`src/rtl/pc_trace_buffer.sv`:
```
`default_nettype none
// ============================================================================
// Module   : pc_trace_buffer
// Purpose  : On-chip trace of the committed PC/instruction stream into a
//            circular buffer. Software arms it. Capture stops POST_TRIG
//            captures after a PC-match trigger. The frozen window is then
//            drained oldest-first through a valid/ready read port.
// Ports    : clk, PcReSet_n (async active-low reset)
//            cap_en/pc/ins          - committed instruction tap
//            arm/clr/trig_en/trig_pc - control
//            armed/triggered/done/wrapped/count - status
//            rd_valid/rd_ready/rd_pc/rd_ins[/rd_ts] - readout
// Options  : TRACE_TIMESTAMP_EN - adds a free-running TS_W cycle counter.
//            Its value at each capture edge is stored and returned on rd_ts.
// Revision : 1.0 - initial release
// ============================================================================
module pc_trace_buffer #(
  parameter int PC_W      = 32,
  parameter int INS_W     = 32,
  parameter int DEPTH     = 16,
  parameter int POST_TRIG = 8
`ifdef TRACE_TIMESTAMP_EN
  ,parameter int TS_W     = 16
`endif
) (
  input  logic                      clk,
  input  logic                      PcReSet_n,
  input  logic                      cap_en,
  input  logic [PC_W-1:0]           pc,
  input  logic [INS_W-1:0]          ins,
  input  logic                      arm,
  input  logic                      clr,
  input  logic                      trig_en,
  input  logic [PC_W-1:0]           trig_pc,
  output logic                      armed,
  output logic                      triggered,
  output logic                      done,
  output logic                      wrapped,
  output logic [$clog2(DEPTH):0]    count,
  output logic                      rd_valid,
  input  logic                      rd_ready,
  output logic [PC_W-1:0]           rd_pc,
  output logic [INS_W-1:0]          rd_ins
`ifdef TRACE_TIMESTAMP_EN
  ,output logic [TS_W-1:0]          rd_ts
`endif
);

  localparam int             c_AW      = $clog2(DEPTH);
  localparam logic [c_AW:0]  c_DEPTH   = (c_AW+1)'(DEPTH);
  localparam logic [c_AW:0]  c_CNT_ONE = (c_AW+1)'(1);
  localparam logic [c_AW-1:0] c_PTR_ONE = c_AW'(1);
  localparam logic [c_AW-1:0] c_POST   = c_AW'(POST_TRIG);

  localparam logic [1:0] c_S_IDLE  = 2'd0;
  localparam logic [1:0] c_S_ARMED = 2'd1;
  localparam logic [1:0] c_S_POST  = 2'd2;
  localparam logic [1:0] c_S_DONE  = 2'd3;

  logic [1:0]      r_state, w_state_nxt;
  logic [c_AW-1:0] r_wr_ptr, r_rd_ptr, r_post_cnt;
  logic [c_AW:0]   r_count, r_remaining;
  logic            r_triggered, r_wrapped;

  logic [PC_W-1:0]  r_mem_pc  [DEPTH];
  logic [INS_W-1:0] r_mem_ins [DEPTH];

  logic            w_capturing, w_wr, w_hit, w_pop;
  logic [c_AW-1:0] w_wr_ptr_nxt;
  logic [c_AW:0]   w_count_nxt;

  assign w_capturing  = (r_state == c_S_ARMED) || (r_state == c_S_POST);
  assign w_wr         = w_capturing && cap_en && !clr;
  // Matches only count while ARMED; once in POST the trigger is latched.
  assign w_hit        = (r_state == c_S_ARMED) && cap_en && trig_en && (pc == trig_pc);
  assign w_pop        = rd_valid && rd_ready;
  assign w_wr_ptr_nxt = r_wr_ptr + c_PTR_ONE;
  assign w_count_nxt  = (r_count == c_DEPTH) ? r_count : (r_count + c_CNT_ONE);

  // State register
  always_ff @(posedge clk or negedge PcReSet_n) begin
    if (!PcReSet_n) r_state <= c_S_IDLE;
    else            r_state <= w_state_nxt;
  end

  // Next-state logic
  always_comb begin
    w_state_nxt = r_state;
    case (r_state)
      c_S_IDLE:  if (arm) w_state_nxt = c_S_ARMED;
      c_S_ARMED: if (w_hit) w_state_nxt = (POST_TRIG == 0) ? c_S_DONE : c_S_POST;
      c_S_POST:  if (cap_en && (r_post_cnt == c_PTR_ONE)) w_state_nxt = c_S_DONE;
      c_S_DONE:  if ((r_remaining == '0) || (w_pop && (r_remaining == c_CNT_ONE)))
                   w_state_nxt = c_S_IDLE;
      default:   w_state_nxt = c_S_IDLE;
    endcase
    if (clr) w_state_nxt = c_S_IDLE;
  end

  // Output logic; read data is gated so nothing stale shows while idle.
  always_comb begin
    armed     = w_capturing;
    done      = (r_state == c_S_DONE);
    triggered = r_triggered;
    wrapped   = r_wrapped;
    count     = r_count;
    rd_valid  = (r_state == c_S_DONE) && (r_remaining != '0);
    rd_pc     = rd_valid ? r_mem_pc[r_rd_ptr]  : '0;
    rd_ins    = rd_valid ? r_mem_ins[r_rd_ptr] : '0;
  end

  // Pointers, counters and flags
  always_ff @(posedge clk or negedge PcReSet_n) begin
    if (!PcReSet_n) begin
      r_wr_ptr    <= '0;
      r_rd_ptr    <= '0;
      r_post_cnt  <= '0;
      r_count     <= '0;
      r_remaining <= '0;
      r_triggered <= 1'b0;
      r_wrapped   <= 1'b0;
    end else if (clr) begin
      r_count     <= '0;
      r_remaining <= '0;
      r_post_cnt  <= '0;
      r_triggered <= 1'b0;
      r_wrapped   <= 1'b0;
    end else begin
      case (r_state)
        c_S_IDLE: begin
          if (arm) begin
            r_wr_ptr    <= '0;
            r_count     <= '0;
            r_wrapped   <= 1'b0;
            r_triggered <= 1'b0;
          end
        end
        c_S_ARMED, c_S_POST: begin
          if (cap_en) begin
            r_wr_ptr <= w_wr_ptr_nxt;
            r_count  <= w_count_nxt;
            if (r_count == c_DEPTH) r_wrapped <= 1'b1;
          end
          if (w_hit) begin
            r_triggered <= 1'b1;
            r_post_cnt  <= c_POST;
          end
          if ((r_state == c_S_POST) && cap_en) r_post_cnt <= r_post_cnt - c_PTR_ONE;
          // Oldest entry sits count slots behind the post-write pointer; a full
          // buffer (count==DEPTH) truncates to an offset of zero.
          if (w_state_nxt == c_S_DONE) begin
            r_rd_ptr    <= w_wr_ptr_nxt - w_count_nxt[c_AW-1:0];
            r_remaining <= w_count_nxt;
          end
        end
        default: begin
          if (w_pop) begin
            r_rd_ptr    <= r_rd_ptr + c_PTR_ONE;
            r_remaining <= r_remaining - c_CNT_ONE;
          end
        end
      endcase
    end
  end

  // Trace storage
  always_ff @(posedge clk) begin
    if (w_wr) begin
      r_mem_pc[r_wr_ptr]  <= pc;
      r_mem_ins[r_wr_ptr] <= ins;
    end
  end

`ifdef TRACE_TIMESTAMP_EN
  logic [TS_W-1:0] r_ts;
  logic [TS_W-1:0] r_mem_ts [DEPTH];

  always_ff @(posedge clk or negedge PcReSet_n) begin
    if (!PcReSet_n) r_ts <= '0;
    else            r_ts <= r_ts + TS_W'(1);
  end

  always_ff @(posedge clk) begin
    if (w_wr) r_mem_ts[r_wr_ptr] <= r_ts;
  end

  assign rd_ts = rd_valid ? r_mem_ts[r_rd_ptr] : '0;
`endif

endmodule
`default_nettype wire

```
`config.mk`:
```
export PLATFORM = sky130hd
export DESIGN_NAME = pc_trace_buffer
export DESIGN_NICKNAME = d
export VERILOG_FILES = /design/src/rtl/pc_trace_buffer.sv
export SDC_FILE = /design/constraint.sdc
export NUM_CORES = 1
export LEC_CHECK = 0
export ABC_AREA = 0
export CAP_MARGIN = 10
export CORE_MARGIN = 3
export CORE_UTILIZATION = 45
export DETAILED_ROUTE_END_ITERATION = 10
export DONT_BUFFER_PORTS = 1
export PLACE_DENSITY = 0.62
export SETUP_SLACK_MARGIN = 0.3
export SYNTH_ARGS = -nofsm -noshare
export SYNTH_HDL_FRONTEND = slang
export SYNTH_SLANG_ARGS = --single-unit
```
`constraint.sdc`:
```
create_clock -name clk -period 16.3 [get_ports clk]
set_input_delay 0.815 -clock clk [delete_from_list [all_inputs] [get_ports clk]]
set_output_delay 0.815 -clock clk [all_outputs]
set_load 0.01 [all_outputs]
```
# Word level (Yosys, flattened, before mapping)
# Memory sizes are Yosys's and may differ from the RTL's.
# Cells that the tools add are included.
# word_totals
regBits	26
mem_bits_rw	1024
inputBits	103
out_inout_bits	74
wordCells	102
mem_count	2
# classes
n_addsub	6
n_eq_ne	17
n_mux	37
bitwise_logic	2
n_reduce_logical	30
# mem_list
memory	words	word_bits	rd	rd_clocked_by_memory_dff	write_ports	line_no	text
r_mem_ins	16	32	1	0	1	66	logic [INS_W-1:0] r_mem_ins [DEPTH];
r_mem_pc	16	32	1	0	1	65	logic [PC_W-1:0] r_mem_pc [DEPTH];
# ops
op	count
2-to-1 mux 32 bit	2
2-to-1 mux 5 bit	7
equality test 32 bit	1
2-to-1 mux 4 bit	8
one-hot mux 5 bit (2 select lines)	2
one-hot mux 4 bit (2 select lines)	2
inequality test 3 bit (second input constant)	5
AND reduction 4 bit	3
logical AND 1 bit	10
2-to-1 mux 2 bit	5
AND reduction 3 bit	3
nonzero test 3 bit	3
adder 4 x 1 -> 4 bit (second input constant)	2
2-to-1 mux 1 bit	8
inequality test 2 bit (second input constant)	4
one-hot mux 2 bit (4 select lines)	1
equality test 2 bit (second input constant)	3
nonzero test 2 bit	3
adder 5 x 1 -> 5 bit (second input constant)	1
equality test 5 x 1 -> 1 bit (second input constant)	1
equality test 5 bit (second input constant)	1
zero test 5 bit	1
nonzero test 5 bit	1
subtractor 5 x 1 -> 5 bit (second input constant)	1
other kinds (11)	14

# Logic depth before layout (Yosys ltp)
# Gate-level depths: netlist of the first run.
# logic_depth
ltp_word	12
mapped_depth	12
mapped_depth_nobuf	12

# Worst setup path after synthesis of the first run
# No wires, ideal clock.
# synth_timing
kind	register to register
start	reg r_state[0]
end	mem r_mem_ins[3][0], enable pin
setup_time_ns	0.565
t_arrival_ns	6.114
t_required_ns	15.735
path_slack_ns	9.622
stages_incl_launch_ff	8
n_path_buf	1
period_less_slack_ns	6.678
cell_sequence	dfrtp_1 -> inv_1 -> ha_1 -> clkbuf_1 -> nor2b_1 -> and2_1 -> nand2_1 -> nor3_1
# synth_between
elab_chain_len	6
elab_cells_between_ends	7
classes_between	2 x eq/ne; 2 x mux; 3 x reduce/logical
# synth_lines
element	line_no	text
start: declaration	60	logic [1:0] r_state, w_state_nxt;
start signal: assignment	82	if (!PcReSet_n) r_state <= c_S_IDLE;
start signal: assignment	83	else r_state <= w_state_nxt;
equality test 2 x 1 -> 1 bit / equality test 2 bit (equally long branches)	72	assign w_capturing = (r_state == c_S_ARMED) || (r_state == c_S_POST);
logical OR 1 bit (*)	72	
via armed	35	output logic armed,
logical AND 1 bit (*) (2 in a row)	73	assign w_wr = w_capturing && cap_en && !clr;
2-to-1 mux 1 bit (*)	168	if (w_wr) begin
2-to-1 mux 1 bit (not written as such) (*)	170	r_mem_ins[r_wr_ptr] <= ins;
end: declaration	66	
# The timed path passes the listed nets; every way through them passes the cells marked *.

# Worst setup path after layout of the first run
# layout_timing
start	reg r_rd_ptr[0]
end	out rd_pc[1]
# layout_between
elab_chain_len	2
# layout_lines
element	line_no	text
start: declaration	61	logic [c_AW-1:0] r_wr_ptr, r_rd_ptr, r_post_cnt;
start signal: assignment	152	r_rd_ptr <= w_wr_ptr_nxt - w_count_nxt[c_AW-1:0];
start signal: assignment	158	r_rd_ptr <= r_rd_ptr + c_PTR_ONE;
memory read (16 x 32 bit)	--	
2-to-1 mux 32 bit	108	rd_pc = rd_valid ? r_mem_pc[r_rd_ptr] : '0;
end: declaration	42	output logic [PC_W-1:0] rd_pc,
# No other way between the ends.

==> results of run 1 <==
## power by group through the flow
| stage | combinational, mW | clock, mW | sequential [mW] |
|---|---|---|---|
| after floorplan | 0.399 | 0 | 3.03 |
| after global placement | 0.487 | 0 | 3.06 |
| after detailed placement | 0.491 | 0 | 3.06 |
| after CTS | 0.494 | 2.46 | 3.00 |
| after global routing | 0.517 | 2.57 | 3.00 |
| final | 0.480 | 2.41 | 3.00 |
## sequential cells by signal, summed over array words and instances, names as in the netlist
register,cells
triggered,1
r_remaining,5
r_rd_ptr,4
count,5
r_wr_ptr,4
wrapped,1
r_post_cnt,4
r_state,2
r_mem_ins,512
r_mem_pc,512
## cell type report
type / instances / area [µm²] / area share (%)
Sequential cell: 1050 / 31400 / 67.8
Multi-Input combinational cell: 639 / 9530 / 20.6
Clock buffer: 126 / 2750 / 5.94
Tap cell: 1176 / 1470 / 3.18
Clock inverter: 75 / 746 / 1.61
Timing Repair Buffer: 39 / 320 / 0.692
Inverter: 21 / 78.8 / 0.170
## critical path, stage by stage, from the launching register on
cell     delay [ns]
dfrtp_4        0.76
buf_4          0.79
buf_4          0.87
mux4_2         0.59
mux4_2         0.54
and2_1         0.22
## cell usage in the layout (no fill, tap or decap), types with 11 or more instances in the layout
master,n
xnor2_1,36
clkbuf_1,19
nor2_1,20
dfrtp_1,22
bufinv_16,11
clkbuf_16,107
mux4_2,320
ha_1,20
clkinv_2,20
o21ai_0,14
edfxtp_1,1024
and2_1,67
nand3_1,13
buf_4,36
clkinv_1,27
nand2_1,25
nor2_4,12
inv_1,21
## cells by family after synthesis
| group | count (synthesis) | synth area share (%) |
|---|---|---|
| adders and majority gates | 21 | 0.655 |
| muxes | 323 | 17.5 |
| xor gates and xnor gates | 41 | 0.870 |
| buffers and inverters | 112 | 1.11 |
| AOI/OAI and AO/OA | 68 | 1.25 |
| DFF | 1050 | 76.1 |
| and+or+nand+nor | 186 | 2.51 |
## how the worst min path moves through the flow
stage / end / cells after the start
after global placement: wrapped / 0
after global routing: r_post_cnt[0] / 1
after detailed placement: count[3] / 0
after CTS: r_post_cnt[0] / 1
final: r_post_cnt[0] / 1
after floorplan: r_post_cnt[1] / 2
## timing repair
item,in CTS,in global routing
hold buffers,2,0
hold endpoints to repair,26,0
setup buffers,0,0
## metal layers
| metal | wire, µm | track usage, % | vias up |
|---|---|---|---|
| li1 | - | - | 7729 |
| met1 | 38500 | 27.1 | 10100 |
| met2 | 48500 | 34.6 | 532 |
| met3 | 5710 | 4.05 | 115 |
| met4 | 1620 | 4.33 | 0 |
| met5 | 0 | 0 | - |
==> out/metrics.cfg, run 1 <==
[floorplan]
initial_core_util_pct = 45.6
pin_count = 177
dieArea_um2 = 95400
die_x_um = 309
rows = 110
die_h_um = 309
core_um2 = 90400

[worst_setup_path]
rrSetupSlack_ns = 11.78
critPathArrivalTime_ns = 4.57
worst-path-max-fanout = 48
worstSetupEndpoint = rd_pc[1]
start_kind = register
critPathLaunch = r_rd_ptr[0]
cp.required_ns = 15.49
worst_setup_path_end_kind = primary output
r2r-end = r_mem_pc[7][0]
reg2reg_from = r_state[1]
r2r_cells = 7
path_class = reg -> out

[timing]
slew_headroom_pct = 26.5
finalCritPeriodShare_pct = 33.0
layout_setup_ws_ns = 10.91
setup_viol = 0
fmax_ghz = 0.186
worstMarginPinSlew_ns = 1.10
rsz0062_at_grt = false
setup_tns_ns = 0
maxSlewViolCount = 0
hold_viol_final = 0
skew_ns = 0.0193
period_minus_slack_ns = 5.39
whs_ns = 0.191

[global_routing]
grt_overflow_total = 0
antenna_found_initial = 1
grt.total_usage_pct = 20.2
grt_pass1_wl_um = 138000
grt_max_degree = 107
grt_pass1_vias = 19800

[synthesis]
ys_top_cells_by_area = edfxtp_1 (74%), mux4_2 (17%), dfrtp_1 (1.6%), and2_1 (1.0%), xnor2_1 (0.76%)
yosysTopAreaCellShare_pct = 74.5
async_flop_share_pct = 2.48
synth-main-ff-cell = edfxtp_1
yosys_warnings = 0
seq_area_frac_synth_pct = 76.1
synth_edf_count = 1024
syn_area_per_cell_um2 = 22.9
netlist_area_um2 = 41300
synth_area_leader_cell = edfxtp_1
synthCells = 1801
synth_most_common_cell = edfxtp_1
ys_types = 63
ys_ff_latch = 1050
syn-num-nets = 1925
synth_common_cells = edfxtp_1 (1,024), mux4_2 (320), and2_1 (68), clkbuf_1 (53), xnor2_1 (36)

[pwr]
seqPwrFrac_pct = 50.9
clkPwrFrac_pct = 40.9
switching_power_mw = 1.26
p_int_mw = 4.63
p_leak_nw = 14.6
power_mw = 5.89
powerDensity_nw_per_um2 = 127
vdd_drop_max_mv = 0.0980
comb_power_share_pct = 8.1
swShare_pct = 21.5

[clock_network]
cts_sinks = 1050
cts_tree = done
htree_levels = 3
cts-root-buf = clkbuf_16
cts_resized = 0
worstSkewPairLatency_ns = 0.68
cts-buffers-inserted = 107
cts.path.max_buffers = 3
clk_pin_slew_ns = 0.06

[route]
drc = 0
dr.first_iter.drc_count = 1801
dr.pass1.iters = 5
routed_wirelength_um = 94300
vias = 18500
ant_nets = 0
wl_per_cell_um = 30.2
via_per_inst = 5.91

[place]
routabilityCongestion = 0.777
dp.cells = 2923
pre_cts_ws_ns = 11.45
postPlaceCellArea_um2 = 42800
io_buffers = 0
dpl.hpwl_um = 50500

[job]
maxCapViolCount = 0

[final_layout]
fillCellCount = 6987
num_antenna_cells = 0
final_cells = 3126
final_core_util_pct = 51.2
nets = 1982
syn_to_final_growth_pct = 12.2
fin_area_um2 = 46300
drive_gt1_share_pct = 28.2

[outcome]
status = finished clean

[min_path]
min_from = clr
hp-class = in -> reg

No activity file was read; power rests on OpenSTA's default activity.
==> run 2, diff against run 1 <==
==> constraint.sdc (replaced) <==
create_clock -name clk -period 5.6 [get_ports clk]
set_input_delay 0.28 -clock clk [delete_from_list [all_inputs] [get_ports clk]]
set_output_delay 0.28 -clock clk [all_outputs]
set_load 0.01 [all_outputs]
==> run 2 against run 1 <==
Via count grew 3.5%; global-route usage increased by 0.43 points; register-to-register slack got worse by 10 ns.
==> out/metrics.cfg, run 2 (synthesized netlist as in run 1, its figures left out) <==
[timing]
worstMarginPinSlew_ns = 1.29  ; +0.184 ns
setup_tns_ns = 0  ; unchanged
layout_setup_ws_ns = 1.63  ; -9.29 ns
finalCritPeriodShare_pct = 70.9
rsz0062_at_grt = false
setup_viol = 0  ; unchanged
fmax_ghz = 0.252
period_minus_slack_ns = 3.97
maxSlewViolCount = 0  ; unchanged
hold_viol_final = 0  ; unchanged
slew_headroom_pct = 13.6  ; -13 points
skew_ns = 0.0230  ; +0.00370 ns

[global_routing]
grt_overflow_total = 0  ; unchanged
grt_pass1_wl_um = 141000  ; +2.2%
grt.total_usage_pct = 20.6  ; +0.43 points
grt_max_degree = 89  ; -17%
gr-usage-met2_pct = 32.4  ; -2.2 points
grt_pass1_vias = 20000  ; +1.0%
grt_use_met3_pct = 4.67  ; +0.62 points
antenna_found_initial = 15  ; +14
met1_usage_pct = 28.7  ; +1.6 points
grt_busiest_layer = met2

[final_layout]
final_core_util_pct = 51.8  ; +0.60 points
syn_to_final_growth_pct = 13.5
fillCellCount = 6970  ; -0.24%
largest_registers = r_mem_ins: 512 flops, r_mem_pc: 512 flops
final_cell_mix = edfxtp_1 (1,024), mux4_2 (320), clkbuf_16 (106)
mostFrequentLayoutCell = edfxtp_1
drive_gt1_share_pct = 27.0  ; -1.2 points
nets = 2051  ; +3.5%

[clock_network]
cts.path.max_buffers = 3  ; unchanged
cts_tree = done
cts-root-buf = clkbuf_16
htree_levels = 3  ; unchanged
clk_pin_slew_ns = 0.06  ; about the same
cts_resized = 0  ; unchanged
cts_sinks = 1050  ; unchanged
cts-buffers-inserted = 104  ; -2.8%
worstSkewPairLatency_ns = 0.67  ; about the same

[worst_setup_path]
critPathArrivalTime_ns = 4.29  ; -0.28 ns
path_class = reg -> reg
start_kind = register
cp.required_ns = 5.92  ; -9.57 ns
worst-path-max-fanout = 22  ; -54%
worst_setup_path_end_kind = register

[pwr]
clkPwrFrac_pct = 38.7  ; -2.2 points
p_int_mw = 13.1  ; +180%
powerDensity_nw_per_um2 = 361  ; +180%
seqPwrFrac_pct = 51.7  ; +0.8 points
power_mw = 16.9  ; +190%
comb_power_share_pct = 9.7  ; +1.6 points
vdd_drop_max_mv = 0.286  ; +190%
switching_power_mw = 3.78  ; +200%
swShare_pct = 22.3  ; +0.89 points
p_leak_nw = 14.7  ; +1.2%

[route]
via_per_inst = 5.98  ; +1.2%
wl_per_cell_um = 30.2  ; +0.15%
dr.first_iter.drc_count = 2066  ; +15%
ant_nets = 0  ; unchanged
dr.pass1.iters = 5  ; unchanged
routed_wirelength_um = 96600  ; +2.4%
vias = 19100  ; +3.5%
drc = 0  ; unchanged

[place]
routabilityCongestion = 0.839  ; +8.0%
dpl.hpwl_um = 54800  ; +8.6%
pre_cts_ws_ns = 1.69  ; -9.76 ns
io_buffers = 0  ; unchanged

[outcome]
status = finished clean

[floorplan]
dieArea_um2 = 95400  ; unchanged
core_um2 = 90400  ; unchanged
pin_count = 177  ; unchanged
rows = 110  ; unchanged
initial_core_util_pct = 45.6  ; unchanged
die_x_um = 309  ; unchanged
die_h_um = 309  ; unchanged

[job]
maxCapViolCount = 0  ; unchanged

[min_path]
hp-class = in -> reg

## run 2: worst paths after layout
kind | endpoint | slack, ns | start | depth (start not counted)
max | r_mem_ins[8][18] | 1.63 | r_state[0] | 7
min | count[1] | 0.04 | clr | 2
max reg2reg | r_mem_ins[8][18] | 1.63 | r_state[0] | 7
min reg2reg | r_post_cnt[1] | 0.57 | r_post_cnt[1] | 2
max in group asynchronous | r_rd_ptr[3] | 5.36 | PcReSet_n | 2
min in group asynchronous | count[3] | 0.05 | PcReSet_n | 2
## run 2: cell type report
class                      count  area [µm²]  share of cell area, %
sequential                  1050       31400                   67.0
clock buffer                 130        2740                   5.85
tap                         1176        1470                   3.14
inverter                      21        78.8                  0.168
clock inverter                58         433                  0.924
multi-input combinational    639        9560                   20.4
antenna                       12        30.0                 0.0641
timing repair buffer         111        1130                   2.41
## run 2: worst max-delay path, cell delays in order, from the launching register on
cell     delay, ns
dfrtp_1       0.45
inv_1         0.13
ha_1          0.86
nor2b_1       0.36
and2_1        0.33
nand2_1       0.29
nor2_4        0.72
buf_4         0.45
## run 2: timing repair
| action | CTS | global route |
|---|---|---|
| setup buffers | 0 | 0 |
| endpoints found under the setup margin | 0 | 0 |
| hold buffers | 69 | 0 |
| endpoints found under the hold margin | 1074 | 0 |
## run 2: power groups by stage
stage	clock, mW	sequential (mW)	combinational [mW]
6_report	6.54	8.73	1.63
5_1_grt	6.98	8.74	1.75
4_1_cts	6.67	8.74	1.67
3_5_place_dp	0	8.90	1.52
3_3_place_gp	0	8.90	1.52
2_1_floorplan	0	8.82	1.16
## run 2: metal layers
layer | part of all wire [%] | vias to the layer above
met4 | 3.8 | 6
met2 | 48 | 723
met3 | 7.7 | 147
met1 | 41 | 10300
met5 | 0.040 | -
li1 | - | 7897
## run 2: per-stage QoR
step | hold WS [ns] | instances | cell area [µm²]
finish | 0.0404 | 3197 | 46900
global route | 0.0242 | 3187 | 46800
CTS | 0.00639 | 3185 | 46800
detailed placement | -0.0150 | 2928 | 42900
global placement | -0.0149 | 2928 | 42900
floorplan | -0.0156 | 1801 | 41300
==> run 3, diff against run 2 <==
--- a/config.mk
+++ b/config.mk
@@ -11,7 +11,7 @@
 export CORE_UTILIZATION = 45
 export DETAILED_ROUTE_END_ITERATION = 10
 export DONT_BUFFER_PORTS = 1
-export PLACE_DENSITY = 0.62
+export PLACE_DENSITY = 0.64
 export SETUP_SLACK_MARGIN = 0.3
 export SYNTH_ARGS = -nofsm -noshare
 export SYNTH_HDL_FRONTEND = slang
==> constraint.sdc (replaced) <==
create_clock -name clk -period 3.35 [get_ports clk]
set_input_delay 0.1675 -clock clk [delete_from_list [all_inputs] [get_ports clk]]
set_output_delay 0.1675 -clock clk [all_outputs]
set_load 0.01 [all_outputs]
==> run 3 against run 2 <==
Critical path depth decreased by 1; worst setup slack lost 1.4 ns; sequential cell count stayed put; via count is 1.3% higher; sequential share of layout area shrank 2.2 points; register-to-register slack got worse by 1.1 ns; final area rose by 3.4%; clock power rose by 77%; critical endpoint is now rd_pc[12].
==> out/metrics.cfg, run 3 (synthesized netlist as in run 1, its figures left out) <==
[outcome]
status = finished clean

[floorplan]
dieArea_um2 = 95400  ; unchanged
die_x_um = 309  ; unchanged
die_h_um = 309  ; unchanged
pin_count = 177  ; unchanged
rows = 110  ; unchanged
initial_core_util_pct = 45.6  ; unchanged
core_um2 = 90400  ; unchanged

[timing]
setup_viol = 0  ; unchanged
setup_tns_ns = 0  ; unchanged
skew_ns = 0.0344  ; +0.0114 ns
rsz0062_at_grt = true
worstMarginPinSlew_ns = 0.899  ; -0.388 ns
slew_headroom_pct = 39.9  ; +26 points
fmax_ghz = 0.325
finalCritPeriodShare_pct = 92.0
period_minus_slack_ns = 3.08
maxSlewViolCount = 0  ; unchanged
hold_viol_final = 0  ; unchanged

[min_path]
hold_depth = 6  ; +4
min_from = rd_ready
hp-class = in -> reg
holdPathEnd = r_remaining[2]

[worst_setup_path]
critPathMaxStageDelay_ns = 0.52  ; -0.34 ns
rrSetupSlack_ns = 0.50  ; -1.13 ns
r2r-end = r_rd_ptr[2]
slowest_stage = mux4_2
start_kind = register
crit_family = multiplexers
worst-path-max-fanout = 13  ; -41%
cp.required_ns = 3.18  ; -2.74 ns
reg2reg_from = count[0]
path_class = reg -> out
critPathBufInv = 3  ; +1
r2r_cells = 10  ; +3
path_cells = buf_12, buf_16, buf_12, mux4_2, mux4_2, and2_1
critPathArrivalTime_ns = 2.91  ; -1.38 ns
worst_setup_path_end_kind = primary output

[global_routing]
grt.total_usage_pct = 21.2  ; +0.55 points
grt_pass1_vias = 20200  ; +1.0%
grt_max_degree = 61  ; -31%
grt_overflow_total = 0  ; unchanged
grt_pass1_wl_um = 144000  ; +1.7%
antenna_found_initial = 7  ; -8

[final_layout]
nets = 2128  ; +3.8%
syn_to_final_growth_pct = 17.4
fin_area_um2 = 48500  ; +3.4%
mostFrequentLayoutCell = edfxtp_1
drive_gt1_share_pct = 31.0  ; +4.0 points
final_cell_mix = edfxtp_1 (1,024), mux4_2 (320), clkbuf_16 (109)
largest_registers = r_mem_ins: 512 flops, r_mem_pc: 512 flops

[pwr]
p_leak_nw = 15.5  ; +5.3%
powerDensity_nw_per_um2 = 603  ; +67%
vdd_drop_max_mv = 0.418  ; +46%

[clock_network]
cts_sinks = 1050  ; unchanged
htree_levels = 3  ; unchanged
worstSkewPairLatency_ns = 0.67  ; about the same
clk_pin_slew_ns = 0.07  ; about the same
cts-buffers-inserted = 105  ; +0.96%
cts_tree = done
cts.path.max_buffers = 3  ; unchanged
cts-root-buf = clkbuf_16

[place]
dpl.hpwl_um = 53900  ; -1.6%
postPlaceCellArea_um2 = 43800  ; +2.1%
io_buffers = 0  ; unchanged
routabilityCongestion = 0.819  ; -2.3%

[route]
dr.pass1.iters = 5  ; unchanged
drc = 0  ; unchanged
routed_wirelength_um = 99500  ; +2.9%
ant_nets = 0  ; unchanged
via_per_inst = 5.92  ; -0.97%
wl_per_cell_um = 30.4  ; +0.61%
dr.first_iter.drc_count = 1954  ; -5.4%
vias = 19400  ; +1.3%

[job]
maxCapViolCount = 0  ; unchanged

[run 3: changes by cell type in the layout (fill, tap and decap cells not counted), moves of 3 or more]
cell / previous run / this run
buf_12: 10 / 49
buf_6: 0 / 4
buf_16: 0 / 9
clkinvlp_4: 2 / 6
clkbuf_1: 24 / 16
and2_1: 67 / 52
nand2_4: 0 / 4
and2_4: 1 / 16
clkinv_1: 21 / 27
bufinv_16: 4 / 13
buf_4: 33 / 52
diode_2: 12 / 4
clkbuf_16: 106 / 109
nand2_1: 25 / 21
[run 3: worst min-delay path, cell delays in order]
cell     delay (ns)
nand4_1        0.08
mux2_2         0.16
a22oi_1        0.06
nor2_1         0.09
a41oi_1        0.05
o21ai_0        0.09
[run 3: what timing repair did]
item / in CTS / in global routing
hold endpoints to repair: 1076 / 0
hold buffers: 71 / 0
cloned: 3 / 2
pin swaps: 0 / 0
setup buffers: 19 / 2
setup endpoints to repair: 64 / 64
resized for setup: 32 / 9
[run 3: final cells by class]
type,instances,area (µm²)
clock inverter,71,684
fill,6763,42000
multi-input combinational,640,9650
sequential,1050,31400
timing repair buffer,186,2420
antenna,4,10.0
inverter,21,78.8
tap,1176,1470
clock buffer,123,2740
[run 3: stage by stage]
stage / total power, mW / cells / utilization (%) / worst slack, ns / hold slack (ns)
after floorplan: 16.7 / 1801 / - / -0.0981 / -0.128
after global placement: 17.5 / 2976 / 48.5 / -0.00822 / -0.127
after detailed placement: 17.5 / 2976 / 48.5 / -0.0426 / -0.128
after CTS: 29.5 / 3263 / 53.5 / 0.234 / 0.0239
after global routing: 30.2 / 3269 / 53.6 / 0.202 / 0.101
final: 29.2 / 3271 / 53.6 / 0.268 / 0.0744
[run 3: how the worst max path moves through the flow]
stage	from	end	depth (start not counted)
2_1_floorplan	r_state[0]	r_mem_ins[3][0]	7
3_3_place_gp	trig_pc[11]	r_remaining[1]	7
3_5_place_dp	trig_pc[11]	r_remaining[1]	7
4_1_cts	r_rd_ptr[0]	rd_ins[22]	6
5_1_grt	r_rd_ptr[0]	rd_pc[28]	5
6_report	r_rd_ptr[0]	rd_pc[12]	6
[run 3: where the power goes]
part	switching, mW	leakage [nW]	total [mW]	internal, mW
clock	4.79	1.67	11.6	6.82
sequential	0.0558	9.55	14.5	14.5
combinational	1.42	4.30	3.10	1.67
total	6.27	15.5	29.2	22.9
[run 3: metal layers]
layer	up-vias	GRT usage, %	part of all wire (%)
met5	-	0	0.025
met1	10500	28.5	40
met3	129	3.65	5.8
li1	8053	-	-
met2	664	35.8	51
met4	4	6.17	2.8
